File: config.mk
export PLATFORM = sky130hd
export DESIGN_NAME = run_decoder
export DESIGN_NICKNAME = d
export VERILOG_FILES = /design/src/rtl/run_decoder.sv
export SDC_FILE = /design/constraint.sdc
export NUM_CORES = 1
export LEC_CHECK = 0
export BUFFER_PORTS_ARGS = -buffer_cell sky130_fd_sc_hd__buf_2
export CELL_PAD_IN_SITES_DETAIL_PLACEMENT = 0
export CELL_PAD_IN_SITES_GLOBAL_PLACEMENT = 1
export CORE_AREA = 2 2 65 67
export DETAILED_ROUTE_END_ITERATION = 10
export DIE_AREA = 0 0 67 69
export GPL_ROUTABILITY_DRIVEN = 1
export HOLD_SLACK_MARGIN = 0.02
export PLACE_DENSITY_LB_ADDON = 0.05
export REMOVE_ABC_BUFFERS = 1
export SLEW_MARGIN = 20
export SYNTH_ARGS = -nofsm -noshare
export SYNTH_HDL_FRONTEND = slang
export SYNTH_SLANG_ARGS = --single-unit
export TNS_END_PERCENT = 10
File: constraint.sdc
create_clock -name clk -period 1.97 [get_ports clk]
set_clock_uncertainty 0.1 [all_clocks]
set_input_delay 0.197 -clock clk [delete_from_list [all_inputs] [get_ports clk]]
set_output_delay 0.197 -clock clk [all_outputs]
set_load 0.02 [all_outputs]
File: src/rtl/run_decoder.sv
// Run-length decoder: rebuilds the encoder's do level from r/f strobes,
// measures each run and hands the length out over a valid/ready handshake.
//   clk, rst        : clock, async active-high reset
//   r, f            : run strobe, single-cycle fall strobe
//   len_ready       : consumer accepts len this cycle
//   do_out          : reconstructed do level (high while in RUN)
//   len, len_sat    : completed run length, clamp flag
//   len_valid       : len/len_sat hold an unaccepted result
//   err, err_code   : protocol-violation pulse and its cause
//   ovf             : pulse when a completed result is dropped
module run_decoder #(
    parameter int CNT_W = 8
) (
    input  logic             clk,
    input  logic             rst,
    input  logic             r,
    input  logic             f,
    input  logic             len_ready,
    output logic             do_out,
    output logic [CNT_W-1:0] len,
    output logic             len_sat,
    output logic             len_valid,
    output logic             err,
    output logic [1:0]       err_code,
    output logic             ovf
);

    typedef enum logic [1:0] {
        IDLE,
        RUN,
        TERM,
        ERR
    } state_t;

    localparam logic [CNT_W-1:0] CNT_MAX = '1;
    localparam logic [CNT_W-1:0] CNT_ONE = CNT_W'(1);

    localparam logic [1:0] CODE_SPUR_F = 2'd1;
    localparam logic [1:0] CODE_BOTH   = 2'd2;
    localparam logic [1:0] CODE_SEQ    = 2'd3;

    state_t           state, state_n;
    logic [CNT_W-1:0] count, count_n;
    logic             sat, sat_n;
    logic             done;
    logic             viol;
    logic [1:0]       code;

    always_comb begin
        state_n = state;
        count_n = count;
        sat_n   = sat;
        done    = 1'b0;
        viol    = 1'b0;
        code    = err_code;
        unique case (state)
            IDLE: begin
                if (f) begin
                    state_n = ERR;
                    viol    = 1'b1;
                    code    = r ? CODE_BOTH : CODE_SPUR_F;
                end else if (r) begin
                    state_n = RUN;
                    count_n = CNT_ONE;
                    sat_n   = 1'b0;
                end
            end
            RUN: begin
                if (r && f) begin
                    state_n = ERR;
                    viol    = 1'b1;
                    code    = CODE_BOTH;
                end else if (r) begin
                    // Counter clamps at max; one more cycle marks the run as saturated.
                    if (count == CNT_MAX) begin
                        sat_n = 1'b1;
                    end else begin
                        count_n = count + CNT_ONE;
                    end
                end else if (f) begin
                    state_n = TERM;
                    done    = 1'b1;
                end else begin
                    state_n = ERR;
                    viol    = 1'b1;
                    code    = CODE_SEQ;
                end
            end
            TERM: begin
                if (f) begin
                    state_n = ERR;
                    viol    = 1'b1;
                    code    = CODE_SPUR_F;
                end else if (r) begin
                    state_n = ERR;
                    viol    = 1'b1;
                    code    = CODE_SEQ;
                end else begin
                    state_n = IDLE;
                end
            end
            ERR: begin
                // Stay quiet until the line is idle; no new err here.
                if (!r && !f) begin
                    state_n = IDLE;
                end
            end
            default: state_n = IDLE;
        endcase
        if (viol) begin
            count_n = '0;
            sat_n   = 1'b0;
        end
    end

    always_ff @(posedge clk or posedge rst) begin
        if (rst) begin
            state <= IDLE;
            count <= '0;
            sat   <= 1'b0;
        end else begin
            state <= state_n;
            count <= count_n;
            sat   <= sat_n;
        end
    end

    always_ff @(posedge clk or posedge rst) begin
        if (rst) begin
            do_out    <= 1'b0;
            len       <= '0;
            len_sat   <= 1'b0;
            len_valid <= 1'b0;
            err       <= 1'b0;
            err_code  <= 2'd0;
            ovf       <= 1'b0;
        end else begin
            do_out <= (state_n == RUN);
            err    <= viol;
            ovf    <= 1'b0;
            if (viol) begin
                err_code <= code;
            end
            // A completion may reuse the slot when it is empty or being drained.
            if (done && (!len_valid || len_ready)) begin
                len       <= count;
                len_sat   <= sat;
                len_valid <= 1'b1;
            end else begin
                if (done) begin
                    ovf <= 1'b1;
                end
                if (len_valid && len_ready) begin
                    len_valid <= 1'b0;
                end
            end
        end
    end

endmodule
Word-level counts from Yosys, hierarchy flattened
Cells that the tools add are included.
{"block": "word_totals", "ff_bits": 26, "latchBits": 0, "ram_bits": 0, "mem_bits_ro": 0, "inputBits": 5, "word_cells": 86, "mem_count": 0}
{"block": "classes", "add_sub_neg": 1, "mul": 0, "div": 0, "n_lt_le_gt_ge": 0, "eq_ne": 15, "shift": 0, "muxes": 45, "bitwise": 0, "reduce_logical": 15}
{"op": "2-to-1 mux 8 bit", "count": 6}
{"op": "2-to-1 mux 2 bit", "count": 14}
{"op": "!= test 3 bit (second input constant)", "count": 9}
{"op": "2-to-1 mux 1 bit", "count": 20}
{"op": "AND reduction 6 bit", "count": 3}
{"op": "case mux 8 bit (2 select lines)", "count": 1}
{"op": "adder 8 x 1 -> 8 bit (second input constant)", "count": 1}
{"op": "== test 8 bit (second input constant)", "count": 1}
{"op": "case mux 2 bit (4 select lines)", "count": 1}
{"op": "case mux 2 bit (3 select lines)", "count": 1}
{"op": "nonzero test 3 bit", "count": 2}
{"op": "== test 2 x 1 -> 1 bit (second input constant)", "count": 2}
{"op": "== test 2 bit (second input constant)", "count": 2}
{"op": "logical AND 1 bit", "count": 4}
{"op": "logical NOT 1 bit", "count": 3}
{"op": "case mux 1 bit (3 select lines)", "count": 1}
{"op": "logical NOT 2 bit", "count": 1}
{"op": "!= test 2 bit (second input constant)", "count": 1}
{"op": "case mux 1 bit (2 select lines)", "count": 1}
{"op": "nonzero test 2 bit", "count": 1}
{"op": "logical OR 1 bit", "count": 1}

Logic depth before layout (Yosys ltp)
{"block": "logic_depth", "word_depth": 6, "mapped_depth": 8, "depth_no_buf": 6}

Worst setup path after synthesis
Ideal clock, no wire load.
{"block": "synth_timing", "path_kind": "register to register", "start": "reg state[0]", "end": "reg err_code[0]", "arrival_ns": 1.849, "path_slack_ns": -0.107, "path_stages_with_launch": 7, "n_path_buf": 0, "path_cell_list": "dfrtp_1 -> inv_1 -> ha_1 -> nand2b_2 -> a31o_4 -> a2111oi_2 -> mux2_1"}
{"block": "synth_via", "elab_chain_cells": 3, "elab_cells_between_ends": 11}
{"element": "start: declaration", "line_no": "42", "source": "state_t state, state_n;"}
{"element": "start signal: assignment", "line_no": "122", "source": "state <= state_n;"}
{"element": "== test 2 bit (tied with other cells)", "line_no": "56", "source": "unique case (state)"}
{"element": "case mux 1 bit (3 select lines) (tied with other cells)", "line_no": "56"}
{"element": "AND reduction 6 bit (no source line)"}
{"element": "end signal: assignment", "line_no": "142", "source": "err_code <= code;"}
{"element": "end: declaration", "line_no": "24", "source": "output logic [1:0] err_code,"}
Several ways; a longest one is shown, not always the timed one.
A chain may end at the register's enable or synchronous reset.

Worst setup path in the final report
{"block": "layout_timing", "start": "reg state[1]", "end": "reg err_code[1]"}
Same word-level chain as after synthesis.

==> qor.yml <==
cts_tree: "done"
top_usage_layer: "met2"
hold_viol_final: 0
grt.total_usage_pct: 16.5
arrival_ns: 1.98
pwr-share-comb_pct: 60.0
drv_slew: 0
setup_viol: 0
core_mm2: 0.00391
gp_congestion: 0.863
synth_top_area_share_pct: 43.8
status: "completed"
p_sw_share_pct: 39.8
clk_pin_slew_worst_paths_ns: 0.09
required_ns: 2.02
hpwl_um: 2600
drtAntennaViolNets: 0
max_slew_margin_pct: 74.6
cp_max_fo: 6
share_seq_of_total_power_pct: 28.2
syn_inst: 143
ys_ff_latch: 26
synth_commonest_cells: "26 x dfrtp_1, 12 x a21oi_1, 11 x ha_1"
synth.area.top_cells: "dfrtp_1 44%, ha_1 9.3%, mux2_2 6.8%"
power_density_mw_per_mm2: 1250
clock_latency_ns: 0.26
grt_pass1_vias: 1310
yosysSeqAreaShare_pct: 43.8
internal-power_mw: 1.50
async_reset_ff_share_pct: 100
clockBufferDepth: 2
via_per_inst: 5.23
use_met1_pct: 20.0
switching_power_mw: 0.988
cts_buffers: 3
die_w_um: 67
die_h_um: 69
n_antenna_cell: 0
grt_pass1_wl_um: 5980
maxCapViolCount: 0
wirelength_um: 3540
p_leak_nw: 0.929
synthToLayoutAreaGrowth_pct: 33.6
grt_max_degree: 27
initial_core_util_pct: 37.9
rsz0062_at_grt: "yes"
setup_tns_ns: 0
grt-ovfl-total: 0
first_pass_iters: 4
ir_worst_vdd_uv: 601
fmax_ghz: 0.519
pwr-share-clk_pct: 11.8
tightest_slew_ns: 0.378
die-area_mm2: 0.00462
path_class: "flop to flop"
grt_util_met3_pct: 1.96
io_pins: 20
synth_top_area_cell: "dfrtp_1"
period_needed_ns: 1.93
clock_sinks: 26
drtIter0Drc: 56
routedWlPerCell_um: 14.5
root_buffer: "clkbuf_8"
hp-class: "primary input to flop"
syn_avg_cell_area_um2: 10.4
fin_crit_sh_pct: 97.8
synth_ff_type: "dfrtp_1"
drive_above_1_share_pct: 41.2
netlist-cell-type-count: 41
vias: 1277
worstSetupEndpointType: "flop"
global_route.usage.met2_pct: 29.5
yosysMostFrequentCell: "dfrtp_1"
synth-edff-count: 0
yosysWarnings: 0
design_power_total_mw: 2.48
start_kind: "flop"
synth_area_mm2: 0.00149
fin_nets: 212
numPortBuffers: 19
drc: 0
num_rows: 23
htreeDepth: 1
antenna_found_initial: 0
-- what timing repair did --
action | CTS | global route
hold buffers | 1 | 0
setup buffers | 2 | 3
hold endpoints to repair | 26 | 0
pin swaps | 0 | 3
gates resized for setup | 1 | 17
endpoints found under the setup margin | 2 | 14
-- sequential cells by signal, indices dropped and copies added (netlist names) --
signal	flops
count	8
err_code	2
err	1
ovf	1
do_out	1
sat	1
len_valid	1
state	2
len_sat	1
len	8
-- layout by cell type (no fill, tap or decap), types with 3 or more instances in the layout --
master    count
a211oi_1      5
a21oi_1      12
buf_2        19
buf_4        29
buf_6         4
clkbuf_8      3
dfrtp_1      25
ha_1          8
inv_1         7
mux2_2        9
nand2_1       8
nand3_1       4
nand4_1       4
nor2_1        6
nor3_1        4
o211ai_1      3
o21ai_1       3
-- layer usage --
layer | wire, um | share of wire, % | vias up
met4 | 38 | 1.1 | 0
met5 | 0 | 0 | -
met3 | 83 | 2.3 | 4
met2 | 1850 | 52 | 23
li1 | - | - | 629
met1 | 1570 | 44 | 621
-- cells by family after synthesis --
kind of cell / synth area share (%)
muxes: 9.01
buffers and inverters: 4.55
DFF: 43.8
and+or+nand+nor: 14.8
AOI/OAI and AO/OA: 18.5
adders and majority gates: 9.27
-- power by group through the flow --
stage,Sequential [mW],Combinational [mW],Clock (mW)
final,0.700,1.49,0.293
after CTS,0.684,1.33,0.310
after detailed placement,0.699,1.26,0
after global placement,0.696,1.25,0
after floorplan,0.794,0.638,0
after global routing,0.716,1.63,0.328
-- metrics by stage --
step / area (um^2) / setup WS [ns] / hold WS [ns] / util (%) / instances
5_1_grt: 1980 / -0.0102 / 0.134 / 50.7 / 244
4_1_cts: 1900 / 0.000113 / 0.104 / 48.6 / 241
3_5_place_dp: 1820 / -0.0727 / 0.174 / 46.6 / 235
6_report: 1980 / 0.0442 / 0.109 / 50.7 / 244
3_3_place_gp: 1820 / -0.0330 / 0.165 / 46.6 / 235
2_1_floorplan: 1460 / -0.367 / 0.137 / - / 138
-- area by class of cell --
| class | instances | area [um^2] |
|---|---|---|
| clock buffer | 3 | 41.3 |
| fill | 372 | 1930 |
| inverter | 10 | 37.5 |
| multi-input combinational | 102 | 823 |
| sequential | 26 | 652 |
| tap | 50 | 62.6 |
| timing repair buffer | 53 | 368 |
-- final timing paths --
check                      depth (start not counted)  slack, ns      start           to
min in group asynchronous                          4       0.42        rst          sat
setup reg to reg                                   7       0.04   state[1]  err_code[1]
max in group asynchronous                          4       1.08        rst     state[0]
setup / recovery                                   7       0.04   state[1]  err_code[1]
hold / removal                                     3       0.11  len_ready    len_valid
hold reg to reg                                    1       0.41    len_sat      len_sat
-- critical path: stages (launching register included) --
cell       delay (ns)
dfrtp_1          0.41
buf_6            0.13
ha_2             0.18
buf_6            0.13
nand2_1          0.06
nand2_2          0.07
a2111oi_4        0.39
mux2_4           0.33
Note: power is estimated with default switching activity, not from simulation.
